<file path="src/rtl/alu_issue_stage_pkg.sv">
// Shared definitions for the ALU issue stage: ALU operation codes, MIPS opcode/funct
// values, operand-select encodings and the buffered-entry width helper.
package alu_issue_stage_pkg;

    localparam int XLEN_DEF    = 32;
    localparam int RADDR_W_DEF = 5;
    localparam int LUI_SHIFT   = 16;

    typedef enum logic [2:0] {
        ALU_AND = 3'd0,
        ALU_OR  = 3'd1,
        ALU_XOR = 3'd2,
        ALU_NOR = 3'd3,
        ALU_ADD = 3'd4,
        ALU_SUB = 3'd5,
        ALU_SLT = 3'd6,
        ALU_SLL = 3'd7
    } alu_op_e;

    typedef enum logic [1:0] {SEL_A_ZERO, SEL_A_RS, SEL_A_SHAMT, SEL_A_LUI} sel_a_e;
    typedef enum logic [1:0] {SEL_B_ZERO, SEL_B_RT, SEL_B_IMM} sel_b_e;
    typedef enum logic       {EXT_ZERO, EXT_SIGN} ext_e;
    typedef enum logic [1:0] {DST_NONE, DST_RD, DST_RT} dst_sel_e;

    localparam logic [5:0] OP_RTYPE = 6'h00;
    localparam logic [5:0] OP_BEQ   = 6'h04;
    localparam logic [5:0] OP_ADDI  = 6'h08;
    localparam logic [5:0] OP_ADDIU = 6'h09;
    localparam logic [5:0] OP_SLTI  = 6'h0A;
    localparam logic [5:0] OP_ANDI  = 6'h0C;
    localparam logic [5:0] OP_ORI   = 6'h0D;
    localparam logic [5:0] OP_XORI  = 6'h0E;
    localparam logic [5:0] OP_LUI   = 6'h0F;
    localparam logic [5:0] OP_LW    = 6'h23;
    localparam logic [5:0] OP_SW    = 6'h2B;

    localparam logic [5:0] FN_SLL   = 6'h00;
    localparam logic [5:0] FN_ADD   = 6'h20;
    localparam logic [5:0] FN_ADDU  = 6'h21;
    localparam logic [5:0] FN_SUB   = 6'h22;
    localparam logic [5:0] FN_SUBU  = 6'h23;
    localparam logic [5:0] FN_AND   = 6'h24;
    localparam logic [5:0] FN_OR    = 6'h25;
    localparam logic [5:0] FN_XOR   = 6'h26;
    localparam logic [5:0] FN_NOR   = 6'h27;
    localparam logic [5:0] FN_SLT   = 6'h2A;

    // One buffered entry: {A, B, ALU_OP, dst_addr, ovf_chk, illegal}.
    function automatic int entry_width(input int xlen, input int raddr_w);
        return 2 * xlen + 3 + raddr_w + 2;
    endfunction

endpackage

</file>
<file path="src/rtl/alu_op_decode.sv">
// Combinational MIPS opcode/funct decode into ALU operation, operand selects,
// immediate extension, destination select, overflow-trap enable and illegal flag.
module alu_op_decode
    import alu_issue_stage_pkg::*;
(
    input  logic [5:0] opcode,
    input  logic [5:0] funct,
    output alu_op_e    alu_op,
    output sel_a_e     sel_a,
    output sel_b_e     sel_b,
    output ext_e       ext,
    output dst_sel_e   dst_sel,
    output logic       ovf_chk,
    output logic       illegal
);

    always_comb begin
        // NOTE: every output gets a default first so no path can infer a latch.
        alu_op  = ALU_AND;
        sel_a   = SEL_A_ZERO;
        sel_b   = SEL_B_ZERO;
        ext     = EXT_ZERO;
        dst_sel = DST_NONE;
        ovf_chk = 1'b0;
        illegal = 1'b0;

        case (opcode)
            OP_RTYPE: begin
                sel_a   = SEL_A_RS;
                sel_b   = SEL_B_RT;
                dst_sel = DST_RD;
                case (funct)
                    FN_AND:  alu_op = ALU_AND;
                    FN_OR:   alu_op = ALU_OR;
                    FN_XOR:  alu_op = ALU_XOR;
                    FN_NOR:  alu_op = ALU_NOR;
                    FN_ADD:  begin alu_op = ALU_ADD; ovf_chk = 1'b1; end
                    FN_ADDU: alu_op = ALU_ADD;
                    FN_SUB:  begin alu_op = ALU_SUB; ovf_chk = 1'b1; end
                    FN_SUBU: alu_op = ALU_SUB;
                    FN_SLT:  alu_op = ALU_SLT;
                    FN_SLL:  begin alu_op = ALU_SLL; sel_a = SEL_A_SHAMT; end
                    default: illegal = 1'b1;
                endcase
            end
            OP_ADDI:  begin alu_op = ALU_ADD; ext = EXT_SIGN; ovf_chk = 1'b1; end
            OP_ADDIU: begin alu_op = ALU_ADD; ext = EXT_SIGN; end
            OP_SLTI:  begin alu_op = ALU_SLT; ext = EXT_SIGN; end
            OP_ANDI:  alu_op = ALU_AND;
            OP_ORI:   alu_op = ALU_OR;
            OP_XORI:  alu_op = ALU_XOR;
            OP_LUI:   alu_op = ALU_SLL;
            OP_LW:    begin alu_op = ALU_ADD; ext = EXT_SIGN; end
            OP_SW:    begin alu_op = ALU_ADD; ext = EXT_SIGN; end
            OP_BEQ:   alu_op = ALU_SUB;
            default:  illegal = 1'b1;
        endcase

        // Shared I-type operand/destination selection; lui swaps in the shift amount.
        if (opcode != OP_RTYPE && !illegal) begin
            sel_a   = (opcode == OP_LUI) ? SEL_A_LUI : SEL_A_RS;
            sel_b   = (opcode == OP_BEQ) ? SEL_B_RT  : SEL_B_IMM;
            dst_sel = (opcode == OP_SW || opcode == OP_BEQ) ? DST_NONE : DST_RT;
        end

        if (illegal) begin
            alu_op  = ALU_AND;
            sel_a   = SEL_A_ZERO;
            sel_b   = SEL_B_ZERO;
            dst_sel = DST_NONE;
            ovf_chk = 1'b0;
        end
    end

endmodule

</file>
<file path="src/rtl/alu_issue_stage.sv">
// ID->EX issue stage: forwards write-back data, decodes and extends operands, and
// presents {A, B, ALU_OP} to the ALU through a two-entry skid buffer.
module alu_issue_stage
    import alu_issue_stage_pkg::*;
#(
    parameter int XLEN    = XLEN_DEF,
    parameter int RADDR_W = RADDR_W_DEF
) (
    input  logic               CLK,
    input  logic               RST,
    input  logic               flush,
    input  logic               in_valid,
    output logic               in_ready,
    input  logic [5:0]         opcode,
    input  logic [5:0]         funct,
    input  logic [4:0]         shamt,
    input  logic [15:0]        imm16,
    input  logic [RADDR_W-1:0] rs_addr,
    input  logic [RADDR_W-1:0] rt_addr,
    input  logic [RADDR_W-1:0] rd_addr,
    input  logic [XLEN-1:0]    rs_data,
    input  logic [XLEN-1:0]    rt_data,
    input  logic               wb_we,
    input  logic [RADDR_W-1:0] wb_addr,
    input  logic [XLEN-1:0]    wb_data,
    output logic               out_valid,
    input  logic               out_ready,
    output logic [XLEN-1:0]    A,
    output logic [XLEN-1:0]    B,
    output logic [2:0]         ALU_OP,
    output logic [RADDR_W-1:0] dst_addr,
    output logic               ovf_chk,
    output logic               illegal
);

    localparam int ENTRY_W = entry_width(XLEN, RADDR_W);

    typedef enum logic [1:0] {ST_EMPTY, ST_ONE, ST_FULL} state_e;

    state_e             state_q, state_d;
    logic [ENTRY_W-1:0] head_q, head_d;
    logic [ENTRY_W-1:0] skid_q, skid_d;
    logic               in_ready_q, in_ready_d;
    logic               out_valid_q, out_valid_d;

    alu_op_e  dec_op;
    sel_a_e   dec_sel_a;
    sel_b_e   dec_sel_b;
    ext_e     dec_ext;
    dst_sel_e dec_dst_sel;
    logic     dec_ovf_chk;
    logic     dec_illegal;

    alu_op_decode u_decode (
        .opcode  (opcode),
        .funct   (funct),
        .alu_op  (dec_op),
        .sel_a   (dec_sel_a),
        .sel_b   (dec_sel_b),
        .ext     (dec_ext),
        .dst_sel (dec_dst_sel),
        .ovf_chk (dec_ovf_chk),
        .illegal (dec_illegal)
    );

    logic [XLEN-1:0]    rs_val, rt_val, imm_ext, op_a, op_b;
    logic [RADDR_W-1:0] dst;
    logic [2:0]         op_code;
    logic [ENTRY_W-1:0] new_entry;

    always_comb begin
        rs_val = rs_data;
        rt_val = rt_data;
        if (rs_addr == '0)
            rs_val = '0;
        else if (wb_we && wb_addr == rs_addr)
            rs_val = wb_data;
        if (rt_addr == '0)
            rt_val = '0;
        else if (wb_we && wb_addr == rt_addr)
            rt_val = wb_data;

        imm_ext = (dec_ext == EXT_SIGN) ? {{(XLEN-16){imm16[15]}}, imm16}
                                        : {{(XLEN-16){1'b0}}, imm16};

        case (dec_sel_a)
            SEL_A_RS:    op_a = rs_val;
            SEL_A_SHAMT: op_a = XLEN'(shamt);
            SEL_A_LUI:   op_a = XLEN'(LUI_SHIFT);
            default:     op_a = '0;
        endcase

        case (dec_sel_b)
            SEL_B_RT:  op_b = rt_val;
            SEL_B_IMM: op_b = imm_ext;
            default:   op_b = '0;
        endcase

        case (dec_dst_sel)
            DST_RD:  dst = rd_addr;
            DST_RT:  dst = rt_addr;
            default: dst = '0;
        endcase

        op_code   = dec_op;
        new_entry = {op_a, op_b, op_code, dst, dec_ovf_chk, dec_illegal};
    end

    logic acc, xfer;
    assign acc  = in_valid && in_ready_q;
    assign xfer = out_valid_q && out_ready;

    always_comb begin
        state_d = state_q;
        head_d  = head_q;
        skid_d  = skid_q;

        if (flush) begin
            state_d = ST_EMPTY;
        end else begin
            case (state_q)
                ST_EMPTY: if (acc) begin
                    head_d  = new_entry;
                    state_d = ST_ONE;
                end
                ST_ONE: begin
                    if (acc && xfer) begin
                        head_d = new_entry;
                    end else if (acc) begin
                        skid_d  = new_entry;
                        state_d = ST_FULL;
                    end else if (xfer) begin
                        state_d = ST_EMPTY;
                    end
                end
                ST_FULL: if (xfer) begin
                    head_d  = skid_q;
                    state_d = ST_ONE;
                end
                default: state_d = ST_EMPTY;
            endcase
        end

        // Handshake flags are registered copies of the next state, keeping out_ready off in_ready.
        in_ready_d  = (state_d != ST_FULL);
        out_valid_d = (state_d != ST_EMPTY);
    end

    always_ff @(posedge CLK) begin
        if (RST) begin
            // NOTE: the entries are reset too, since A/B/ALU_OP must read zero out of reset.
            state_q     <= ST_EMPTY;
            head_q      <= '0;
            skid_q      <= '0;
            in_ready_q  <= 1'b1;
            out_valid_q <= 1'b0;
        end else begin
            state_q     <= state_d;
            head_q      <= head_d;
            skid_q      <= skid_d;
            in_ready_q  <= in_ready_d;
            out_valid_q <= out_valid_d;
        end
    end

    assign in_ready  = in_ready_q;
    assign out_valid = out_valid_q;
    assign {A, B, ALU_OP, dst_addr, ovf_chk, illegal} = head_q;

endmodule
</file>
<file path="config.mk">
export PLATFORM = sky130hd
export DESIGN_NAME = alu_issue_stage
export DESIGN_NICKNAME = d
export VERILOG_FILES = /design/src/rtl/alu_issue_stage_pkg.sv /design/src/rtl/alu_op_decode.sv /design/src/rtl/alu_issue_stage.sv
export SDC_FILE = /design/constraint.sdc
export NUM_CORES = 1
export LEC_CHECK = 0
export BUFFER_PORTS_ARGS = -buffer_cell sky130_fd_sc_hd__buf_2
export CORE_MARGIN = 2
export CORE_UTILIZATION = 25
export DETAILED_ROUTE_END_ITERATION = 7
export PLACE_DENSITY_LB_ADDON = 0.25
export SLEW_MARGIN = 0
export SYNTH_ARGS = -nofsm -noshare
export SYNTH_HDL_FRONTEND = slang
export SYNTH_SLANG_ARGS = --single-unit
</file>
<file path="constraint.sdc">
create_clock -name CLK -period 4.7 [get_ports CLK]
set_input_delay 0.235 -clock CLK [delete_from_list [all_inputs] [get_ports CLK]]
set_output_delay 0.235 -clock CLK [all_outputs]
set_load 0.02 [all_outputs]
</file>
==> results of run 1 <==
==> placed cells by master (no fill, tap or decap), drive strengths merged, types with 4 or more instances in the layout <==
master / netlist / routed
or3: 19 / 19
mux2: 31 / 31
or2: 19 / 19
a311oi: 21 / 21
clkbuf: 74 / 18
nand2b: 6 / 6
nor3: 40 / 40
xor2: 4 / 4
a22oi: 27 / 27
dfxtp: 152 / 152
o221ai: 16 / 16
nor2: 138 / 138
a2bb2oi: 5 / 5
nand3: 20 / 20
a21oi: 85 / 85
nor2b: 6 / 6
a32o: 5 / 5
nand2: 48 / 48
o21ai: 48 / 48
a221oi: 29 / 29
mux2i: 18 / 18
or4: 6 / 6
o211ai: 5 / 5
inv: 5 / 14
buf: 13 / 245
o22ai: 16 / 16
xnor2: 6 / 6
a211oi: 23 / 23
==> cell families (layout without fill, tap and decap cells) <==
group                      after synthesis  after routing  share of synthesized area [%]
and+or+nand+nor                        325            325                           21.1
AOI/OAI and AO/OA                      295            295                           26.7
DFF                                    152            152                           38.8
buffers and inverters                   92            282                           5.17
muxes                                   49             49                           6.75
xor gates and xnor gates                10             10                           1.12
adders and majority gates                2              2                          0.319
==> worst register-to-register path: cells and delay by family (launching register included) <==
family / cells / cell delay (ns)
and+or+nand+nor: 1 / 0.46
AOI/OAI and AO/OA: 3 / 1.15
buffers and inverters: 1 / 0.49
DFF: 1 / 0.40
==> metrics by stage <==
| stage | cells | utilization (%) |
|---|---|---|
| after global routing | 1511 | 32.2 |
| final | 1511 | 32.2 |
| after global placement | 1479 | 30.1 |
| after floorplan | 925 | - |
| after detailed placement | 1479 | 30.1 |
| after CTS | 1511 | 32.2 |
==> state kept, by name, summed over array words and instances (netlist names) <==
register   flops
in_ready       1
skid_q        74
state_q        2
head_q        74
out_valid      1
==> power by group through the flow <==
| stage | clock [uW] | sequential [uW] | combinational, uW |
|---|---|---|---|
| global placement | 0 | 1380 | 484 |
| finish | 1520 | 1360 | 483 |
| detailed placement | 0 | 1380 | 484 |
| global route | 1600 | 1360 | 527 |
| floorplan | 0 | 1420 | 243 |
| CTS | 1550 | 1360 | 486 |
==> how the worst max path moves through the flow <==
stage	endpoint
after floorplan	head_q[41]
after global placement	head_q[39]
after detailed placement	head_q[33]
after CTS	head_q[29]
after global routing	head_q[32]
final	head_q[26]
==> layout make-up <==
class,count,share of cell area (%)
clock buffers,18,4.44
clock inverters,14,2.00
inverters,5,0.190
multi-input cells,681,44.9
flip-flops and latches,152,30.7
well taps,396,5.00
repair buffers,245,12.8
==> metal layers <==
layer  vias to the layer above  track usage [%]  share of wire, %
met5                         -                0             0.024
met4                         2             4.81               1.6
met3                        33             3.41               5.5
met2                       268             27.4                46
met1                      3709             23.8                47
li1                       3778                -                 -
==> results.md, run 1 <==
- Outcome: finished, final reports clean
- Leakage power: approximately 0.0038 uW
- Reg2reg setup slack: about 2.1 ns
- Vias per cell: a little over 5
- Cell family with most CP delay: simple AND/OR/NAND/NOR gates
- Register area share after synthesis: 38.8%
- Hpwl dp: between 15000 and 20000 um
- Post-Synthesis Cells: between 900 and 1000
- Post-synth top cells: dfxtp_1 (152), nor2_1 (137), a21oi_1 (85)
- Clock sinks: 152
- CP dominant cell by count: nand2_1
- Final WS setup: ~1.1 ns
- Die area: approximately 33000 um^2
- Net Switching: between 900 and 1000 uW
- Syn-to-layout area delta: 26.4%
- Wire per inst: between 15 and 20 um
- CP Launch Type: input port
- Share of the synthesized area in the top cell type: a little under 40%
- IO buf count: 230
- # DRC: 0
- DP Worst Slack: between 0.7 and 0.8 ns
- Combinational group share of total power: 14.4%
- Vias in the first global route: 7443
- Required time worst endpoint: 5.05 ns
- Relative slew slack: 24.0%
- Starting Density: between 20% and 30%
- CP Buf/Inv Count: 2
- Mapped Nets: 1082
- Clock Latency Late Sink: about 0.45 ns
- Iter 0 DRT Violations: 550
- DRT antenna net count: 0
- Max-Cap Viols: 0
- Pwr Density: ~340 nW/um^2
- Max-slew violations: 0
- Worst Tran Pin Value: between 1 and 1.5 ns
- PostCTS Resize Cnt: 0
- Hold_buf cts: 0
- Flop pwr share: between 40% and 50%
- Core area: ~30000 um^2
- FILL cells: ~3300
- Hold Path Origin: flush
- Placed Area: slightly above 9000 um^2
- Layout cells sized above 1: between 30% and 40%
- Syn. warnings: 0
- Vias: 7790
- Mean post-synth cell area: roughly 8.5 um^2
- Fmax: ~0.28 GHz
- Initial DRT Pass Iterations: 5
- Setup crit end kind: register
- GP Congestion: 0.886
- Critical Path Start: opcode[2]
- Reg2reg end: head_q[22]
- H-tree Lvls: 4
- Post-synth EDFFs: 0
- Die Wd: around 180 um
- Clock power share: between 40% and 50%
- Area contributors post-synth: dfxtp_1 (39%), nor2_1 (6.6%), a21oi_1 (5.4%)
- Hold Vio Cnt, Final: 0
- Setup TNS: 0 ns
- WP data arrival: slightly below 4 ns
- Crit-path max FO: 16
- Initial antenna violation count: 1
- Grt total ovfl: 0
- WHS Endpoint: state_q[0]
- Row cnt: 64
- Hold_ws: 0.0452 ns
- Fraction of registers with async set/reset: 0%
- Largest net degree at the start of global routing: 72
- Hold Crit Depth: 2
- R2R depth: 5
- Library cells used by synthesis: 66
- Routed WL: about 29000 um
- Critical setup path kind: input port to register
- Ys flop type: dfxtp_1
- Clock transition at path regs: 0.07 ns
- Synth Register Bits: around 150
- Final Cycle Share: between 70% and 80%
- GRT Util Overall: between 10% and 20%
- VDD IR max: between 0.2 and 0.25 mV
- CP peak stage delay: 0.60 ns
- CTS Buffer Depth: 2
- Die Height: 181 um
- TritonCTS clock tree: done
- Post-route cell area: between 9000 and 10000 um^2
- Final nets: approximately 1300
- Multi-input gate area: 4440 um^2
- First-pass GRT wire length: around 44000 um
- Clock Tree Root: clkbuf_16
- Worst hold-check path type: input port to register
- P_int: 2390 uW
- CP max-delay cell: or4_4
- Setup Fix Bufs, Post-CTS: 0
- Setup violations, final: 0
- Crit Reg-Reg Startpoint: state_q[0]
- RSZ-0062 raised after global routing: no
- Post-synthesis cell area: roughly 7800 um^2
- FF/Latch Area: 3040 um^2
- Worst-path cell chain: buf_2 -> or4_4 -> a311o_1 -> and2_1 -> or2_2 -> inv_1 -> ha_1 -> nor2b_2 -> nand2_1 -> or4_1 -> nand2_1 -> o221ai_1 -> a21oi_1
- Ant diodes: 0
- Switch share: roughly 29%
- Min cycle time layout: around 3.6 ns
- Tot Pwr: 3360 uW
- Num ports: between 200 and 250
- Yosys top cell by area: dfxtp_1
- Worst path depth: 13
- Max Clock Skew: between 0.015 and 0.02 ns
- Most common cell in the synthesized netlist: dfxtp_1
- CTS buffer count: 17
Note: power is estimated with default switching activity, not from simulation.
==> run 2: changes to the inputs <==
- clock period: 4.7 -> 3.6 ns (I/O delays scaled with it)
==> results.md, run 2 (synthesis results as in run 1) <==
- Relative slew slack: roughly 33%
- Combinational group share of total power: 14.9%
- Max Clock Skew: 0.0129 ns
- Routed WL: 29400 um
- Max-slew violations: 0
- Max-Cap Viols: 0
- Layout cells sized above 1: between 30 and 40%
- H-tree Lvls: 4
- Initial DRT Pass Iterations: 8
- Clock transition at path regs: roughly 0.07 ns
- GRT Util Overall: 17.7%
- Die area: about 33000 um^2
- GP Congestion: ~0.85
- Worst Tran Pin Value: 0.999 ns
- Ant diodes: 0
- Pwr Density: about 430 nW/um^2
- Die Height: ~180 um
- Wire per inst: just under 20 um
- RSZ-0062 raised after global routing: no
- Critical Path Start: funct[1]
- Clock power share: 44.4%
- VDD IR max: a little over 0.3 mV
- Iter 0 DRT Violations: between 500 and 600
- Crit Reg-Reg Startpoint: state_q[1]
- Fmax: between 0.3 and 0.4 GHz
- CTS buffer count: 17
- Hold_buf cts: 1
- Clock sinks: approximately 150
- Outcome: finished, final reports clean
- Switch share: 28.7%
- Flop pwr share: about two fifths
- Final Cycle Share: between 80% and 90%
- WP data arrival: about 3.4 ns
- CTS Buffer Depth: 2
- Most common cell after layout, fill and taps aside: buf_2
- Hold_ws: around 0.054 ns
- Leakage power: a little under 0.004 uW
- Reg2reg end: head_q[63]
- Net Switching: about 1200 uW
- Min cycle time layout: roughly 3.1 ns
- Vias: roughly 8000
- PostCTS Resize Cnt: 0
- Clock Tree Root: clkbuf_16
- Row cnt: 64
- Syn-to-layout area delta: 28.0%
- Setup violations, final: 0
- Num ports: 231
- Vias per cell: slightly above 5
- Worst-path cell chain: buf_2 -> or4_4 -> a311o_1 -> and2_1 -> or2_2 -> inv_1 -> ha_1 -> nor2b_2 -> nand2_1 -> or4_1 -> nand2_1 -> buf_4 -> o221ai_1 -> a21oi_1
- Regs by FF count: head_q x74, skid_q x74, state_q x2
- IO buf count: 230
- Worst Setup EP: head_q[33]
- CP max-delay cell: or4_4
- Crit-path max FO: 16
- DRT antenna net count: 0
- Clock Latency Late Sink: approximately 0.42 ns
- P_int: around 3100 uW
- # DRC: 0
- CP dominant cell by count: nand2_1
- Hpwl dp: 20200 um
- Final nets: about 1300
- Largest net degree at the start of global routing: about 80
- Hold Vio Cnt, Final: 0
- Setup crit end kind: register
- Setup Fix Bufs, Post-CTS: 0
- R2R depth: 6
- Setup TNS: 0 ns
- Core area: between 30000 and 40000 um^2
- Required time worst endpoint: a little under 4 ns
- TritonCTS clock tree: done
- Starting Density: 25.5%
- Most frequent cells in the layout: buf_2 (229), dfxtp_1 (152), nor2_1 (136)
- Initial antenna violation count: 4
- FILL cells: ~3300
- Placed Instances: between 1000 and 1500
- Worst hold-check path type: input port to register
- First-pass GRT wire length: between 40000 and 50000 um
- Reg2reg setup slack: about 1.3 ns
- Die Wd: roughly 180 um
- Critical setup path kind: input port to register
- CP Launch Type: input port
- Vias in the first global route: just under 8000
- Final std cells w/o fill: ~1500
- CP peak stage delay: roughly 0.53 ns
- Grt total ovfl: 0
- Util after Layout: between 30% and 40%
==> run 2: cell types whose count changed in the layout (fill, tap and decap cells not counted), sizes merged <==
cell / change
dlygate4sd3: +1
clkinvlp: +2
clkinv: +1
buf: +12
inv: -3
==> run 2: worst min path at each step <==
stage	cells after the start	end	start	slack, ns
after floorplan	1	state_q[0]	flush	0.27
after global placement	2	state_q[0]	flush	0.44
after detailed placement	2	state_q[0]	flush	0.43
after CTS	3	skid_q[42]	shamt[0]	0.04
after global routing	3	skid_q[42]	shamt[0]	0.06
final	3	skid_q[42]	shamt[0]	0.05
==> run 2: layout make-up <==
type	count	area, um^2	share of cell area (%)
Clock buffer	18	429	4.28
Sequential cell	152	3040	30.3
Inverter	5	18.8	0.187
Multi-Input combinational cell	681	4440	44.3
Tap cell	396	495	4.94
Timing Repair Buffer	258	1420	14.1
Clock inverter	14	188	1.87
==> run 2: stage by stage <==
step                area [um^2]  power [uW]  setup WS, ns
finish                    10000        4340         0.537
global route              10000        4520         0.320
CTS                       10000        4390         0.530
detailed placement         9400        2460        0.0908
global placement           9400        2450         0.145
floorplan                  7840        2180        0.0253
==> run 2: worst max-delay path, delay by kind of cell <==
family	cells	cell delay [ns]
adders and majority gates	1	0.23
buffers and inverters	3	0.45
AOI/OAI and AO/OA	3	0.72
and+or+nand+nor	7	1.82
==> run 2: power groups by stage <==
stage	Clock [uW]	Sequential, uW	Combinational [uW]
2_1_floorplan	0	1860	317
3_5_place_dp	0	1810	647
4_1_cts	1970	1770	651
3_3_place_gp	0	1810	645
6_report	1930	1770	647
5_1_grt	2040	1780	707
==> run 2: layer usage <==
| layer | GRT usage (%) | share of wire, % | vias up |
|---|---|---|---|
| li1 | - | - | 3809 |
| met1 | 24.2 | 46 | 3781 |
| met2 | 29.0 | 47 | 284 |
| met3 | 3.51 | 6.0 | 29 |
| met4 | 3.54 | 0.94 | 8 |
| met5 | 0 | 0.16 | - |
==> run 3: changes to the inputs <==
- BUFFER_PORTS_ARGS: -buffer_cell sky130_fd_sc_hd__buf_2 -> -buffer_cell sky130_fd_sc_hd__buf_4
- GPL_ROUTABILITY_DRIVEN: unset -> 0
- SYNTH_HIERARCHICAL: unset -> 1
==> results.md, run 3 <==
- Fmax: 0.366 GHz
- Mean post-synth cell area: between 8 and 9 um^2
- Clock sinks: 152
- Worst hold-check path type: input port to register
- Min cycle time layout: approximately 2.7 ns
- Register area share after synthesis: between 30% and 40%
- Most common cell in the synthesized netlist: dfxtp_1
- Leakage power: between 0.004 and 0.005 uW
- Net Switching: 1360 uW
- Util after Layout: roughly a third
- CTS buffer count: 17
- Hold Vio Cnt, Final: 0
- Clock transition at path regs: approximately 0.070 ns
- Share of the synthesized area in the top cell type: 37.3%
- Max-Cap Viols: 0
- RSZ-0062 raised after global routing: no
- Post-route cell area: roughly 11000 um^2
- Initial antenna violation count: 1
- Setup violations, final: 0
- Critical setup path kind: input port to register
- Initial DRT Pass Iterations: 5
- Combinational group share of total power: 17.9%
- Area contributors post-synth: dfxtp_1 (37%), a21oi_1 (7.4%), mux2i_1 (6.9%)
- Crit-path max FO: 32
- CP Launch Type: input port
- Wire per inst: 19.3 um
- Pwr Density: 403 nW/um^2
- Regs by FF count: head_q x74, skid_q x74, state_q x2
- # DRC: 0
- Switch share: a little under a third
- Final Cycle Share: between 70% and 80%
- Largest net degree at the start of global routing: 58
- Grt total ovfl: 0
- Setup TNS: 0 ns
- Post-Synthesis Cells: 1015
- Num ports: 231
- Setup crit end kind: register
- Syn. warnings: 6
- Gr busiest metal: met2
- Required time worst endpoint: approximately 4 ns
- Hold_buf cts: 3
- PostCTS Resize Cnt: 0
- Final nets: between 1000 and 1500
- First-pass GRT wire length: 47400 um
- Worst Tran Pin Value: a little over 0.8 ns
- Vias: around 8400
- Relative slew slack: approximately 45%
- Die Height: about 180 um
- Flop pwr share: 40.8%
- P_int: ~3000 uW
- FILL cells: ~3500
- Post-synth EDFFs: 0
- Met1 Resource Use GR: between 20% and 30%
- Die area: 34100 um^2
- WP data arrival: roughly 3.1 ns
- Placed Area: between 10000 and 15000 um^2
- Core area: 32400 um^2
- GRT Util Overall: between 10% and 20%
- Most common cell after layout, fill and taps aside: buf_4
- Clock Latency Late Sink: about 0.44 ns
- Row cnt: 66
- Final std cells w/o fill: 1652
- Max-slew violations: 0
- Clock Tree Root: clkbuf_16
- Outcome: finished, final reports clean
- Yosys top cell by area: dfxtp_1
- Library cells used by synthesis: 60
- Vias in the first global route: ~8000
- CTS Buffer Depth: 2
- Post-synthesis cell area: around 8200 um^2
- TritonCTS clock tree: done
- Setup Fix Bufs, Post-CTS: 0
- Synth Register Bits: approximately 150
- H-tree Lvls: 4
- Post-synth top cells: dfxtp_1 (152), a21oi_1 (121), nor2_1 (88)
- Syn-to-layout area delta: 33.3%
- M2 GR Usage: a little under 30%
- IO buf count: 230
- Vias per cell: 5.08
- Mapped Nets: 1174
- Starting Density: between 20% and 30%
- Ys flop type: dfxtp_1
- Layout cells sized above 1: between 20% and 30%
- Placed Instances: 1616
- Tot Pwr: ~4400 uW
- VDD IR max: between 0.3 and 0.4 mV
- Fraction of registers with async set/reset: 0%
- Max Clock Skew: 0.0131 ns
- Met3 global-route usage: 4.29%
- Iter 0 DRT Violations: ~500
- Most frequent cells in the layout: buf_4 (253), dfxtp_1 (152), a21oi_1 (120)
- Clock power share: around two fifths
- Routed WL: between 30000 and 40000 um
- DRT antenna net count: 0
- Hpwl dp: 22400 um
- Die Wd: between 150 and 200 um
run 3: area by class of cell:
class	count	area, um^2	area share [%]
antenna	1	2.50	0.0230
clock buffer	17	425	3.91
clock inverter	15	160	1.47
inverter	6	22.5	0.207
multi-input combinational	762	4720	43.4
sequential	152	3040	28.0
tap	442	553	5.08
timing repair buffer	257	1950	17.9
run 3: final timing paths:
check	start	end	slack, ns	cells past startpoint
max reg2reg	in_ready	skid_q[72]	0.91	7
min	rs_data[12]	head_q[54]	0.03	3
min reg2reg	skid_q[9]	skid_q[9]	0.45	2
max	funct[1]	skid_q[26]	0.87	10
run 3: logic make-up after synthesis:
logic type      Yosys count  synth area share, %
compound gates          372                 28.8
xor+xnor                 10                 1.07
fa+ha+maj                 4                0.613
buf+inv                 101                 5.40
flops                   152                 37.3
mux                      61                 7.56
simple gates            315                 19.3
run 3: metrics by stage:
step                hold slack, ns  setup slack [ns]
floorplan                    0.340             0.823
global placement             0.433             0.475
detailed placement           0.442             0.468
CTS                         0.0123             0.897
global route                0.0251             0.702
finish                      0.0297             0.868
run 3: worst max-delay path, stage by stage:
cell and delay (ns):
buf_4 0.12, or2_2 0.30, a2111oi_0 0.61, o21bai_1 0.11
a21boi_0 0.30, inv_1 0.10, ha_1 0.34, or4_1 0.54
buf_4 0.27, o22ai_1 0.19
run 3: routing by layer:
layer / up-vias / routed length [um]
li1: 4110 / -
met1: 3959 / 14100
met2: 275 / 14600
met3: 40 / 2250
met4: 0 / 923
met5: - / 0
run 3: power groups by stage:
stage	registers, uW	clock network (uW)	logic (uW)
final	1790	1810	783
after global routing	1800	1930	848
after CTS	1790	1850	792
after detailed placement	1830	0	786
after global placement	1830	0	783
after floorplan	1900	0	318
